<file path="src/rtl/after_shift_pkg.sv">
// Shared width and lane-select encodings for the Booth partial-product preparation stage.
package after_shift_pkg;

  localparam int unsigned WIDTH = 64;

  typedef logic [WIDTH-1:0] word_t;

  // A-lane: encodings 5..7 are unused and produce zero.
  typedef enum logic [2:0] {
    SEL_ZERO = 3'd0,
    SEL_X1   = 3'd1,
    SEL_X2   = 3'd2,
    SEL_X4   = 3'd3,
    SEL_X8   = 3'd4
  } sel_a_e;

  typedef enum logic [1:0] {
    SEL_B_ZERO = 2'd0,
    SEL_B_X1   = 2'd1,
    SEL_B_X2   = 2'd2
  } sel_b_e;

  typedef enum logic {
    SEL_C_ZERO = 1'b0,
    SEL_C_X1   = 1'b1
  } sel_c_e;

endpackage

</file>
<file path="src/rtl/adder_subtractor_64.sv">
// 64-bit add/subtract unit: Out = A + (B ^ {64{Cin}}) + Cin, modulo 2^64.
module adder_subtractor_64
  import after_shift_pkg::*;
(
  input  logic [WIDTH-1:0] A,
  input  logic [WIDTH-1:0] B,
  input  logic             Cin,
  output logic [WIDTH-1:0] Out
);

  word_t b_eff;

  always_comb begin
    b_eff = B ^ {WIDTH{Cin}};
    Out   = A + b_eff + WIDTH'(Cin);
  end

endmodule

</file>
<file path="src/rtl/after_shift.sv">
// Booth partial-product preparation: optional negate of A, then three scaled, registered lanes.
// Optional input register stage enabled by defining AFTER_SHIFT_IN_REG_EN (latency 2 instead of 1).
module after_shift
  import after_shift_pkg::*;
(
  input  logic             Clk,
  input  logic             Reset,
  input  logic [2:0]       SelBoothA,
  input  logic [1:0]       SelBoothB,
  input  logic             SelBoothC,
  input  logic             Sign,
  input  logic [WIDTH-1:0] A,
  output logic [WIDTH-1:0] BoothA,
  output logic [WIDTH-1:0] BoothB,
  output logic [WIDTH-1:0] BoothC
);

  logic [2:0] sel_a;
  logic [1:0] sel_b;
  logic       sel_c;
  logic       sign_in;
  word_t      a_in;

`ifdef AFTER_SHIFT_IN_REG_EN
  logic [2:0] sel_a_q;
  logic [1:0] sel_b_q;
  logic       sel_c_q;
  logic       sign_q;
  word_t      a_q;

  always_ff @(posedge Clk) begin
    if (Reset) begin
      sel_a_q <= '0;
      sel_b_q <= '0;
      sel_c_q <= 1'b0;
      sign_q  <= 1'b0;
      a_q     <= '0;
    end else begin
      sel_a_q <= SelBoothA;
      sel_b_q <= SelBoothB;
      sel_c_q <= SelBoothC;
      sign_q  <= Sign;
      a_q     <= A;
    end
  end

  assign sel_a   = sel_a_q;
  assign sel_b   = sel_b_q;
  assign sel_c   = sel_c_q;
  assign sign_in = sign_q;
  assign a_in    = a_q;
`else
  assign sel_a   = SelBoothA;
  assign sel_b   = SelBoothB;
  assign sel_c   = SelBoothC;
  assign sign_in = Sign;
  assign a_in    = A;
`endif

  word_t set_a;

  // Zero on the A input turns the unit into a pass/negate of the operand.
  adder_subtractor_64 u_addsub (
    .A   ('0),
    .B   (a_in),
    .Cin (sign_in),
    .Out (set_a)
  );

  word_t booth_a_d;
  word_t booth_b_d;
  word_t booth_c_d;

  always_comb begin
    booth_a_d = '0;
    case (sel_a)
      SEL_X1:  booth_a_d = set_a;
      SEL_X2:  booth_a_d = set_a << 1;
      SEL_X4:  booth_a_d = set_a << 2;
      SEL_X8:  booth_a_d = set_a << 3;
      default: booth_a_d = '0;
    endcase
  end

  always_comb begin
    booth_b_d = '0;
    case (sel_b)
      SEL_B_X1: booth_b_d = set_a;
      SEL_B_X2: booth_b_d = set_a << 1;
      default:  booth_b_d = '0;
    endcase
  end

  always_comb begin
    booth_c_d = '0;
    if (sel_c == SEL_C_X1) booth_c_d = set_a;
  end

  always_ff @(posedge Clk) begin
    if (Reset) begin
      BoothA <= '0;
      BoothB <= '0;
      BoothC <= '0;
    end else begin
      BoothA <= booth_a_d;
      BoothB <= booth_b_d;
      BoothC <= booth_c_d;
    end
  end

endmodule

</file>
<file path="config.mk">
export PLATFORM = sky130hd
export DESIGN_NAME = after_shift
export DESIGN_NICKNAME = d
export VERILOG_FILES = /design/src/rtl/after_shift_pkg.sv /design/src/rtl/adder_subtractor_64.sv /design/src/rtl/after_shift.sv
export SDC_FILE = /design/constraint.sdc
export NUM_CORES = 1
export LEC_CHECK = 0
export ABC_CLOCK_PERIOD_IN_PS = 5540
export BUFFER_PORTS_ARGS = -buffer_cell sky130_fd_sc_hd__buf_2
export CELL_PAD_IN_SITES_DETAIL_PLACEMENT = 1
export CELL_PAD_IN_SITES_GLOBAL_PLACEMENT = 2
export CORE_AREA = 2 2 181 183
export DETAILED_ROUTE_END_ITERATION = 10
export DIE_AREA = 0 0 183 185
export MAX_ROUTING_LAYER = met4
export PLACE_DENSITY_LB_ADDON = 0.1
export SETUP_SLACK_MARGIN = 0.3
export SLEW_MARGIN = 20
export SYNTH_ARGS = -nofsm -noshare
export SYNTH_HDL_FRONTEND = slang
export SYNTH_SLANG_ARGS = --single-unit
</file>
<file path="constraint.sdc">
create_clock -name Clk -period 5.54 [get_ports Clk]
set_input_delay 1.108 -clock Clk [delete_from_list [all_inputs] [get_ports Clk]]
set_output_delay 1.108 -clock Clk [all_outputs]
set_load 0.1 [all_outputs]
</file>
==> results.cfg <==
[timing]
setup_viol = 0
rsz0062_at_grt = false
period_share_pct = 76.88
worst_pin_slew_ns = 1.072
hold_viol_final = 0
period_needed_ns = 4.259
drv_slew = 0
slew_headroom_pct = 27.99
fin_setup_tns_ns = 0
fmax_mhz = 234.8

[clock_tree]
cts_buffers = 17
holdBufCountCts = 0
clock-root-buffer = clkbuf_16
clk_path_buf_depth = 2
clkSinkCount = 192
post_cts_resized = 0
h-tree-depth = 4
post_cts_buffers = 0
path_clk_slew_ns = 0.07
cts_tree = yes

[die]
core_area_mm2 = 0.03204
start_util_pct = 30.64
pin_count = 265
rows = 66
fp.dieW_um = 183
die_area_mm2 = 0.03386
die_h_um = 185

[grt]
grt-ovfl-total = 0
antenna_found_initial = 0
grt_max_degree = 100
grt_pass1_vias = 9239
grt_pass1_wl_um = 59310
grt_usage_pct = 23.73

[pwr]
leakage_nw = 5.079
ir_drop_mv = 0.1822
powerDensity_mw_per_mm2 = 321.8

[setup_path]
worstSetupEndpointType = flop
slowest_delay_ns = 0.61
crit_arrival_ns = 4.59
crit_family = simple AND/OR/NAND/NOR gates
worstPathRequired_ns = 5.87
cp_slowest_cell = xor2_1
cp_num_buf_inv = 1
worstPathMaxFanout = 40
crit_path_cell_trace = buf_4 > ha_1 > ha_1 > or3b_1 > o22ai_4 > nand4_4 > nor3_1 > mux2i_1 > xor2_1 > mux2i_1 > a22o_1
worstSetupStartpointType = primary input
critPathKind = primary input to flop

[finish]
fin_area_mm2 = 0.01210
n_fill_cell = 3812
synthToLayoutAreaGrowth_pct = 23.25
nets = 1408
finalNonFillerCells = 1751
antenna_cells = 0
drive_gt1_share_pct = 27.40

[placed_design]
gp_congestion = 0.8306
place_inst = 1720
dpl-instance-area_mm2 = 0.01150
hpwl_um = 29960
io_buffers = 264

[route]
route.detailed.drc = 0
drtIter0Drc = 604
wl_per_cell_um = 23.01
ant_nets = 0
vias = 9612
route.final.wire_length_um = 40290
firstDrtPassIters = 5
avgViaCountPerCell = 5.489

[synth]
yosysMostFrequentCell = dfxtp_1
syn_area_mm2 = 0.009818
syn_nets = 1187
muxShareOfSynthArea_pct = 2.969
synth-edff-count = 0
synth_top_area_share_pct = 39.15
synth-seq-area-share_pct = 39.15
synth_top_family_by_area = simple AND/OR/NAND/NOR gates
synthXorXnorAreaFrac_pct = 10.83
synth-compound-area-share_pct = 21.13
synth_flop_cell = dfxtp_1
synth-simple-area-share_pct = 21.24
synth.area.top_cells = dfxtp_1 39%, o22ai_1 9.4%, xnor2_1 6.2%, nor2_1 5.3%, xor2_1 4.0%
ys_seq_elements = 192
synth.avg_cell_area_um2 = 8.845
netlist_instances = 1110
yosysWarnings = 0
synth_top_cell_by_area = dfxtp_1
synth_cell_type_count = 79
synth-adder-area-share_pct = 0.5097
ys_async_sr_fraction_pct = 0
synthTopCellsByCount = 192 x dfxtp_1, 147 x o22ai_1, 138 x nor2_1

[hold_path]
hold_class = primary input to flop

[run_status]
status = completed

[run]
cap_violations = 0
==> cell type report <==
type                            count  area, um2  area share [%]
Tap cell                          408      510.5           4.219
Clock inverter                     11      155.1           1.282
Clock buffer                       20      446.7           3.691
Timing Repair Buffer              291       1539           12.72
Multi-Input combinational cell    822       5579           46.11
Inverter                            7      26.28          0.2171
Sequential cell                   192       3844           31.76
==> cell families (layout without fill, tap and decap cells) <==
logic type	Yosys count	in the layout
AOI/OAI and AO/OA	290	290
xor gates and xnor gates	118	118
adders and majority gates	4	4
buffers and inverters	96	329
DFF	192	192
muxes	29	29
and+or+nand+nor	381	381
==> cell usage in the layout (no fill, tap or decap), types with 8 or more instances in the layout <==
master,count
clkbuf_16,17
buf_2,263
nor3b_1,13
nor2_1,137
nand2_1,62
a22o_1,21
mux2i_1,28
a21oi_1,35
xnor2_1,69
nand2b_1,15
o22a_1,8
or4b_1,8
nor3_1,18
nand3b_1,12
a32o_1,9
buf_4,27
o22ai_1,147
nor4_1,12
o32ai_1,12
and2_1,8
dfxtp_1,192
nand4_1,8
xor2_1,45
o21ai_0,11
nand3_1,20
==> routing by layer <==
| layer | vias to the layer above | global-route usage (%) | wire length [um] |
|---|---|---|---|
| li1 | 4528 | - | - |
| met1 | 4760 | 34.55 | 20120 |
| met2 | 297 | 35.50 | 17870 |
| met3 | 27 | 2.438 | 1905 |
| met4 | 0 | 4.960 | 391 |
| met5 | - | - | 0 |
==> power breakdown <==
group	leakage, nW	internal, mW	switching (mW)
logic	3.22	0.237	0.914
registers	1.57	1.45	0.0228
clock network	0.291	0.726	0.548
total	5.08	2.41	1.48
==> final timing paths <==
path / depth (start not counted) / start / endpoint / slack [ns]
min: 2 / Reset / BoothA[60] / 1.08
max: 11 / Sign / BoothA[42] / 1.28
==> flip-flops by register name (all words and copies together), names as in the netlist <==
register  cells
BoothA       64
BoothB       64
BoothC       64
==> through the flow <==
stage          total power, mW  util, %  hold slack, ns  worst slack (ns)
2_1_floorplan            2.356        -           1.355            0.8992
3_3_place_gp             2.640    35.88           1.512            0.9428
3_5_place_dp             2.646    35.89           1.515            0.8675
4_1_cts                  3.918    37.77           1.042             1.330
5_1_grt                  4.039    37.77           1.077             1.038
6_report                 3.894    37.77           1.079             1.281
Note: power is estimated with default switching activity, not from simulation.
